<file path="src/rtl/rr_grant_sequencer.sv">
// Four-requester round-robin arbiter with bounded grant hold.
// Drives the y/en select of a downstream 2x4 decoder; all outputs are registered.
module rr_grant_sequencer #(
  parameter int MAX_HOLD = 8,
  parameter int HOLD_W   = 4
) (
  input  logic              clk,
  input  logic              rst_n,
  input  logic [3:0]        req,
  output logic [1:0]        gnt_idx,
  output logic              gnt_en,
  output logic              gnt_new,
  output logic [HOLD_W-1:0] hold_cnt
);

  typedef enum logic {IDLE, GRANT} state_t;

  state_t            state_reg, state_next;
  logic [1:0]        ptr_reg, ptr_next;
  logic [1:0]        idx_reg, idx_next;
  logic              en_reg, en_next;
  logic              new_reg, new_next;
  logic [HOLD_W-1:0] cnt_reg, cnt_next;
  logic              release_now;
  logic [1:0]        pick_ptr;
  logic [1:0]        pick_idx;

  // First set bit of m scanning p, p+1, p+2, p+3 (mod 4); scanning backwards
  // lets the earliest hit in priority order overwrite later ones.
  function automatic logic [1:0] sel(input logic [1:0] p, input logic [3:0] m);
    logic [1:0] r;
    logic [1:0] c;
    r = p;
    for (int k = 3; k >= 0; k--) begin
      c = p + 2'(k);
      if (m[c]) r = c;
    end
    return r;
  endfunction

  assign release_now = !req[idx_reg] || (cnt_reg == HOLD_W'(MAX_HOLD));
  assign pick_ptr    = (state_reg == GRANT) ? (idx_reg + 2'd1) : ptr_reg;
  assign pick_idx    = sel(pick_ptr, req);

  always_comb begin
    state_next = state_reg;
    ptr_next   = ptr_reg;
    idx_next   = idx_reg;
    en_next    = en_reg;
    new_next   = 1'b0;
    cnt_next   = cnt_reg;
    case (state_reg)
      IDLE: begin
        if (req != 4'b0000) begin
          idx_next   = pick_idx;
          en_next    = 1'b1;
          new_next   = 1'b1;
          cnt_next   = HOLD_W'(1);
          state_next = GRANT;
        end
      end
      GRANT: begin
        if (!release_now) begin
          cnt_next = cnt_reg + HOLD_W'(1);
        end else begin
          ptr_next = pick_ptr;
          if (req != 4'b0000) begin
            idx_next = pick_idx;
            new_next = 1'b1;
            cnt_next = HOLD_W'(1);
          end else begin
            en_next    = 1'b0;
            cnt_next   = '0;
            state_next = IDLE;
          end
        end
      end
      default: state_next = IDLE;
    endcase
  end

  always_ff @(posedge clk) begin
    if (!rst_n) begin
      state_reg <= IDLE;
      ptr_reg   <= 2'd0;
      idx_reg   <= 2'd0;
      en_reg    <= 1'b0;
      new_reg   <= 1'b0;
      cnt_reg   <= '0;
    end else begin
      state_reg <= state_next;
      ptr_reg   <= ptr_next;
      idx_reg   <= idx_next;
      en_reg    <= en_next;
      new_reg   <= new_next;
      cnt_reg   <= cnt_next;
    end
  end

  assign gnt_idx  = idx_reg;
  assign gnt_en   = en_reg;
  assign gnt_new  = new_reg;
  assign hold_cnt = cnt_reg;

endmodule

</file>
<file path="config.mk">
export PLATFORM = sky130hd
export DESIGN_NAME = rr_grant_sequencer
export DESIGN_NICKNAME = d
export VERILOG_FILES = /design/src/rtl/rr_grant_sequencer.sv
export SDC_FILE = /design/constraint.sdc
export NUM_CORES = 1
export LEC_CHECK = 0
export CAP_MARGIN = 10
export CORE_UTILIZATION = 49
export CTS_CLUSTER_DIAMETER = 60
export CTS_CLUSTER_SIZE = 24
export DETAILED_ROUTE_END_ITERATION = 6
export MAX_ROUTING_LAYER = met4
export PLACE_DENSITY = 0.77
export SLEW_MARGIN = 5
export SYNTH_ARGS = -nofsm -noshare
export SYNTH_HDL_FRONTEND = slang
export SYNTH_SLANG_ARGS = --single-unit
</file>
<file path="constraint.sdc">
create_clock -name clk -period 1.8 [get_ports clk]
set_input_delay 0.27 -clock clk [delete_from_list [all_inputs] [get_ports clk]]
set_output_delay 0.27 -clock clk [all_outputs]
set_load 0.03 [all_outputs]
</file>
Word level (Yosys, flattened, before mapping)

Cells that the tools add are included.

Flip-flop bits (word level): 11
Bits in latches: 0
RAM bits: 0
Memory bits (read-only): 0
Output and inout bits: 8
Logic and storage cells: 57
Memories kept: 0

Add/subtract/negate cells: 5
Multipliers: 0
Div/mod/pow operators: 0
Order comparisons: 5
Equality and inequality tests: 4
Shift-type cells: 0
Multiplexer cells: 31
Bitwise logic cells: 1
Reductions and logical operators: 5

Operator list:

| kind                | number |
|---|---|
| $lt 2x3->1 const B  | 5 |
| $mux 2              | 7 |
| $mux 1              | 12 |
| $bmux 1 s2          | 5 |
| $mux 4              | 2 |
| $pmux 4 s2          | 1 |
| $pmux 1 s2          | 3 |
| $add 2x1->2 const B | 2 |
| $add 2x2->2 const B | 2 |
| $add 4x1->4 const B | 1 |
| $eq 4x4->1 const B  | 1 |
| $ne 2x2->1 const B  | 2 |
| $pmux 2 s2          | 1 |
| $reduce_bool 4->1   | 1 |
| $reduce_and 3->1    | 1 |
| $ne 2x1->1 const B  | 1 |
| $reduce_and 2->1    | 1 |
| $logic_not 1->1     | 1 |
| $logic_or 1x1->1    | 1 |
| $not 1->1           | 1 |

Longest topological paths before layout

Gate-level depths: netlist of run 1.

Depth after elaboration: 12
Depth in mapped cells: 6
Depth with buffers taken out: 6

Worst setup path before layout of run 1

Ideal clock, no wire load.

Kind: reg-to-reg
Start point: register idx_reg[0] (netlist: gnt_idx[0])
End point: register idx_reg[1] (netlist: gnt_idx[1])
Setup time: 140 ps
Arrival: 1657 ps
Data required time: 1660 ps
Path slack: 2 ps
Stages on the path, launching flop included: 6
Clock period less this slack: 1798 ps
Cell sequence: dfxtp_1 > buf_6 > mux4_2 > and3_4 > o211ai_1 > o41ai_2

Cells in the longest elaborated chain, start to end: 12
Elaborated cells between the ends (all ways): 25
Those cells by class: add/sub: 4; eq/ne: 1; mux: 18; reduce/logical: 2

RTL lines:

| what                         | line   | RTL |
|---|---|---|
| start, declared              | 20     | `logic [1:0] idx_reg, idx_next;` |
| start signal, assigned       | 93     | `idx_reg <= idx_next;` |
| $add 2x1->2                  | 42     | `assign pick_ptr = (state_reg == GRANT) ? (idx_reg + 2'd1) : ptr_reg;` |
| $mux 2                       | 42     |  |
| $add 2x2->2                  | 35     | `c = p + 2'(k);` |
| $bmux 1 s2                   | 36     | `if (m[c]) r = c;` |
| $mux 1 (not written as such) | 36     |  |
| $mux 2 (4 in a row)          | 36     |  |
| $mux 2                       | 54, 67 |  |
| $mux 2                       | 63     | `if (!release_now) begin` |
| $pmux 2 s2                   | 52     | `case (state_reg)` |

Parallel ways exist; a longest one is shown, timed or not. The select of a mux whose other input is x is not followed.
A chain may end at the register's enable or synchronous reset.

Worst setup path in the final report of run 1

Start point: input req[1]
End point: register idx_reg[1] (netlist: gnt_idx[1])

Cells in the longest elaborated chain, start to end: 9
Elaborated cells between the ends (all ways): 21
Those cells by class: eq/ne: 1; mux: 17; reduce/logical: 3

RTL lines:

| what                         | line   | RTL |
|---|---|---|
| start, declared              | 9      | `input logic [3:0] req,` |
| $bmux 1 s2                   | 36     |  |
| $mux 1 (not written as such) | 36     |  |
| $mux 2 (4 in a row)          | 36     |  |
| $mux 2                       | 54, 67 |  |
| $mux 2                       | 63     |  |
| $pmux 2 s2                   | 52     |  |

Parallel ways exist; a longest one is shown, timed or not. The select of a mux whose other input is x is not followed.

==> flow_metrics.env, run 1 <==
export IMPL_hold_violations=0
export IMPL_ys_types=34
export IMPL_maxSlewViolCount=0
export IMPL_cp_end_kind="flip-flop"
export IMPL_clk_pin_slew_worst_paths_ns=0.06
export IMPL_clock_path_buffers=2
export IMPL_syn_to_final_growth_pct=35.4
export IMPL_drc_errors=0
export IMPL_final_common_cell="clkdlybuf4s50_1"
export IMPL_clock_skew_ns=0.00999
export IMPL_ant_nets=0
export IMPL_die_h_microns=39.8
export IMPL_gp_congestion=0.755
export IMPL_layout_drive_gt1_share_pct=20.0
export IMPL_required_ns=1.96
export IMPL_grt_total_usage_pct=23.6
export IMPL_ir_drop_mv=0.506
export IMPL_portBuffers=13
export IMPL_status="finished clean"
export IMPL_total_power_w=0.000678
export IMPL_fin_tns_setup_ns=0
export IMPL_drt_pass1_iter_count=4
export IMPL_async_flop_share_pct=0
export IMPL_cts_buffers=3
export IMPL_critical_path_class="primary input to flip-flop"
export IMPL_synth_cells=79
export IMPL_fin_nets=115
export IMPL_rows=13
export IMPL_synth_edff_count=0
export IMPL_placed_area_sq_um=918
export IMPL_fin_hold_ws_ns=0.551
export IMPL_largest_reg_flops=4
export IMPL_io_pins=14
export IMPL_vias=674
export IMPL_top_usage_layer="met1"
export IMPL_p_leak_nw=0.393
export IMPL_postLayoutCoreUtil_pct=71.9
export IMPL_cts_root_buf="clkbuf_4"
export IMPL_antenna_found_initial=0
export IMPL_grt_pass1_wl_microns=2350
export IMPL_final_cell_mix="clkdlybuf4s50_1, buf_4, dfxtp_1"
export IMPL_grtUsageMet2_pct=32.0
export IMPL_max_freq_mhz=581
export IMPL_worstPathArrival_ns=1.88
export IMPL_fin_area_sq_um=947
export IMPL_grt_setup_unrepaired="no"
export IMPL_fin_crit_sh_pct=95.6
export IMPL_diodes=0
export IMPL_synth_top_area_share_pct=31.5
export IMPL_crit_path_top_delay_cell="mux4_2"
export IMPL_grt_ovfl_total=0
export IMPL_grtUsageMet3_pct=6.82
export IMPL_synth_area_leaders="dfxtp_1, mux2i_1, ha_1"
export IMPL_drt_total_wl_microns=1560
export IMPL_fin_crit_ns=1.72
export IMPL_post_cts_buffers=0
export IMPL_die_area_sq_mm=0.00158
export IMPL_max_stage_delay_ns=0.55
export IMPL_crit_family="multiplexers"
export IMPL_first_global_vias=555
export IMPL_clk_latency_ns=0.27
export IMPL_min_path_type="flip-flop to flip-flop"
export IMPL_cts_resized_gates=0
export IMPL_grt_max_degree=15
export IMPL_setup_violations_final=0
export IMPL_yosysTopAreaCell="dfxtp_1"
export IMPL_netlist_area_sq_um=699
export IMPL_h_tree_depth=1
export IMPL_critPathMaxFanout=6
export IMPL_routed_via_density=5.62
export IMPL_routedWlPerCell_microns=13.0
export IMPL_synth_seq_area_share_pct=31.5
export IMPL_yosysWarnings=0
export IMPL_synth_top_flop_cell="dfxtp_1"
export IMPL_slew_headroom_pct=74.0
export IMPL_yosys_register_bits=11
export IMPL_use_met1_pct=32.8
export IMPL_synth_nets=88
export IMPL_cap_viol_max_count=0
export IMPL_tightest_slew_ns=0.380
export IMPL_cp_start_kind="primary input"
export IMPL_start_util_pct=53.1
export IMPL_core_area_sq_mm=0.00132
export IMPL_cts_sinks=11
export IMPL_crit_chain="clkdlybuf4s50_1, mux4_2, and3_4, o41ai_2"
export IMPL_hold_buffers=0
export IMPL_fillers=105
export IMPL_drt_iter0_drc=10
export IMPL_power_density_mw_per_mm2=716
export IMPL_fp_dieW_microns=39.8
export IMPL_cp_num_buf_inv=1
export IMPL_syn_area_per_cell_sq_um=8.85
export IMPL_cts_tree="built"
export IMPL_dp_hpwl_microns=1240
==> cell usage after synthesis (2+ instances only) <==
master / instances
dfxtp_1: 11
nor2b_1: 6
o21ai_0: 6
and3_1: 3
inv_1: 6
ha_1: 3
a2111oi_0: 3
xor2_1: 2
nor2_1: 5
mux2i_1: 4
a21oi_1: 3
nand2b_1: 2
nand2_1: 3
o211ai_1: 2
==> where the power goes <==
part | switching (W) | internal [W]
Combinational | 0.000109 | 0.000114
Clock | 0.0000823 | 0.0000857
Sequential | 0.0000236 | 0.000263
==> final timing paths <==
kind	start	endpoint	slack [ns]	depth (start not counted)
setup reg to reg	gnt_idx[0]	gnt_idx[1]	0.11	3
hold reg to reg	hold_cnt[3]	hold_cnt[3]	0.55	2
setup / recovery	req[1]	gnt_idx[1]	0.08	4
hold / removal	hold_cnt[3]	hold_cnt[3]	0.55	2
==> layer usage <==
metal | share of wire, % | vias to the layer above
met2 | 44 | 22
met5 | 0 | -
met4 | 1.4 | 0
li1 | - | 340
met1 | 49 | 306
met3 | 5.1 | 6
==> worst reg2reg max path, stage by stage (launching register included) <==
cell and delay [ns]:
dfxtp_1 0.46, mux4_2 0.59, and3_4 0.21, o41ai_2 0.32
==> per-stage QoR <==
stage               cells  setup WS, ns
finish                120        0.0783
global route          120      0.000322
CTS                   120        0.0194
detailed placement    116        -0.181
global placement      116        -0.136
floorplan              79       0.00239
==> area by class of cell <==
class	count	area (sq um)	area share [%]
Multi-Input combinational cell	59	438	46.2
Sequential cell	11	221	23.4
Timing Repair Buffer	25	220	23.2
Clock buffer	4	26.3	2.77
Inverter	6	22.5	2.38
Tap cell	15	18.8	1.98
==> cells by family (layout without fill, tap and decap cells) <==
| kind of cell | Yosys count | in the layout | share of synthesized area (%) |
|---|---|---|---|
| multiplexers | 5 | 5 | 8.94 |
| flip-flops | 11 | 11 | 31.5 |
| AND/OR/NAND/NOR | 26 | 26 | 22.2 |
| buffers and inverters | 9 | 35 | 6.08 |
| XOR/XNOR | 3 | 3 | 3.76 |
| AO/OA/AOI/OAI | 22 | 22 | 22.2 |
| adder cells (fa/ha/maj) | 3 | 3 | 5.37 |
(Power assumes the default switching activity.)
==> run 2: changes to the inputs <==
--- a/config.mk
+++ b/config.mk
@@ -6,12 +6,13 @@
 export NUM_CORES = 1
 export LEC_CHECK = 0
 export CAP_MARGIN = 10
-export CORE_UTILIZATION = 49
+export CORE_UTILIZATION = 52
+export CTS_BUF_LIST = sky130_fd_sc_hd__clkbuf_4 sky130_fd_sc_hd__clkbuf_8
 export CTS_CLUSTER_DIAMETER = 60
 export CTS_CLUSTER_SIZE = 24
 export DETAILED_ROUTE_END_ITERATION = 6
 export MAX_ROUTING_LAYER = met4
-export PLACE_DENSITY = 0.77
+export PLACE_DENSITY = 0.86
 export SLEW_MARGIN = 5
 export SYNTH_ARGS = -nofsm -noshare
 export SYNTH_HDL_FRONTEND = slang
==> run 2 against run 1 <==
Clock power grew 5%. Critical path depth is 2 lower. Critical endpoint is now gnt_idx[1]. Largest power group unchanged. Clock skew is 0.0094 ns lower.
==> flow_metrics.env, run 2 (synthesized netlist as in run 1, its figures left out) <==
export IMPL_cap_viol_max_count=0
export IMPL_cp_end_kind="output pin"
export IMPL_hold_violations=0
export IMPL_grt_setup_unrepaired="no"
export IMPL_antenna_found_initial=0
export IMPL_ff2ff_path_depth=6
export IMPL_syn_to_final_growth_pct=41.5
export IMPL_rows=12
export IMPL_die_h_microns=38.7
export IMPL_diodes=0
export IMPL_vias=732
export IMPL_clk_latency_ns=0.27
export IMPL_gp_congestion=0.836
export IMPL_post_cts_buffers=0
export IMPL_io_pins=14
export IMPL_drc_errors=0
export IMPL_critical_path_class="flip-flop to output pin"
export IMPL_fin_tns_setup_ns=0
export IMPL_drt_total_wl_microns=1950
export IMPL_timing_rr_end="gnt_idx[1]"
export IMPL_cts_buffers=3
export IMPL_cp_num_buf_inv=2
export IMPL_status="finished clean"
export IMPL_die_area_sq_mm=0.00150
export IMPL_cp_endpoint="gnt_idx[1]"
export IMPL_max_stage_delay_ns=0.67
export IMPL_grt_pass1_wl_microns=3220
export IMPL_path_depth=2
export IMPL_top_usage_layer="met2"
export IMPL_fin_crit_ns=1.76
export IMPL_largest_reg_flops=4
export IMPL_fin_crit_sh_pct=97.8
export IMPL_ant_nets=0
export IMPL_final_cell_mix="buf_4, dfxtp_1, clkdlybuf4s50_1"
export IMPL_crit_path_top_delay_cell="clkdlybuf4s50_1"
export IMPL_fp_dieW_microns=38.7
export IMPL_routedWlPerCell_microns=16.4
export IMPL_drt_iter0_drc=32
export IMPL_dp_hpwl_microns=1330
export IMPL_crit_family="buffers and inverters"
export IMPL_fin_hold_ws_ns=0.550
export IMPL_grt_total_usage_pct=33.0
export IMPL_tightest_slew_ns=0.440
export IMPL_p_leak_nw=0.436
export IMPL_crit_chain="buf_4, clkdlybuf4s50_1"
export IMPL_setup_violations_final=0
export IMPL_drt_pass1_iter_count=4
export IMPL_clock_skew_ns=0.000555
export IMPL_rr_startpoint="state_reg"
export IMPL_ir_drop_mv=0.589
export IMPL_grtUsageMet3_pct=3.47
export IMPL_worstPathArrival_ns=1.49
export IMPL_cts_tree="built"
export IMPL_slew_headroom_pct=69.9
export IMPL_start_util_pct=59.7
export IMPL_max_freq_mhz=568
export IMPL_required_ns=1.53
export IMPL_cts_sinks=11
export IMPL_hold_buffers=0
export IMPL_clock_path_buffers=2
export IMPL_cp_start_kind="flip-flop"
export IMPL_grtUsageMet2_pct=54.2
export IMPL_reg2reg_slack_ns=0.12
export IMPL_maxSlewViolCount=0
export IMPL_critPathMaxFanout=6
export IMPL_fin_nets=115
export IMPL_routed_via_density=6.15
export IMPL_grt_ovfl_total=0
export IMPL_core_area_sq_mm=0.00117
export IMPL_layout_drive_gt1_share_pct=22.9
export IMPL_h_tree_depth=1
export IMPL_min_path_type="flip-flop to flip-flop"
export IMPL_portBuffers=13
export IMPL_power_density_mw_per_mm2=715
export IMPL_final_common_cell="buf_4"
export IMPL_cts_root_buf="clkbuf_4"
export IMPL_first_global_vias=723
export IMPL_postLayoutCoreUtil_pct=84.5
export IMPL_grt_max_degree=11
export IMPL_clk_pin_slew_worst_paths_ns=0.08
export IMPL_use_met1_pct=42.3
export IMPL_setup_worst_path_start="gnt_idx[1]"
run 2: final cells by class:
cell class / count / area (sq um)
Clock buffer: 3 / 22.5
Clock inverter: 1 / 5.00
Fill cell: 77 / 181
Inverter: 6 / 22.5
Multi-Input combinational cell: 59 / 460
Sequential cell: 11 / 221
Tap cell: 14 / 17.5
Timing Repair Buffer: 25 / 240
run 2: stage by stage:
step | cell area (sq um) | instances | worst slack (ns) | total power [W]
after global routing | 990 | 119 | 0.00883 | 0.000739
after global placement | 930 | 115 | -0.153 | 0.000509
after detailed placement | 930 | 115 | -0.199 | 0.000517
after CTS | 958 | 119 | 0.00577 | 0.000694
after floorplan | 699 | 79 | 0.00239 | 0.000420
final | 990 | 119 | 0.0388 | 0.000708
run 2: repair_timing:
item,in CTS,in global routing
gates cloned,0,0
endpoints found under the setup margin,1,7
resized for setup,1,8
pin swaps,0,1
run 2: worst reg2reg max path: cells and delay by family, from the launching register on:
kind,cells,cell delay (ns)
AOI/OAI and AO/OA,2,0.45
and+or+nand+nor,2,0.36
DFF,1,0.39
buffers and inverters,2,0.36
run 2: worst min path at each step:
stage	startpoint	cells past startpoint	end
3_3_place_gp	gnt_en	2	gnt_en
4_1_cts	hold_cnt[3]	2	hold_cnt[3]
3_5_place_dp	hold_cnt[3]	2	hold_cnt[3]
2_1_floorplan	rst_n	1	ptr_reg[0]
6_report	hold_cnt[3]	2	hold_cnt[3]
5_1_grt	hold_cnt[2]	2	hold_cnt[2]
run 2: per-layer routing:
metal | share of wire [%] | up-vias
li1 | - | 337
met1 | 45 | 351
met2 | 47 | 41
met3 | 6.9 | 3
met4 | 0.92 | 0
met5 | 0 | -
run 2: power breakdown:
part           leakage [nW]  switching [W]  internal, W
Combinational         0.328       0.000127     0.000118
Sequential           0.0910      0.0000228     0.000264
Clock                0.0177      0.0000939    0.0000823
Total                 0.436       0.000244     0.000464
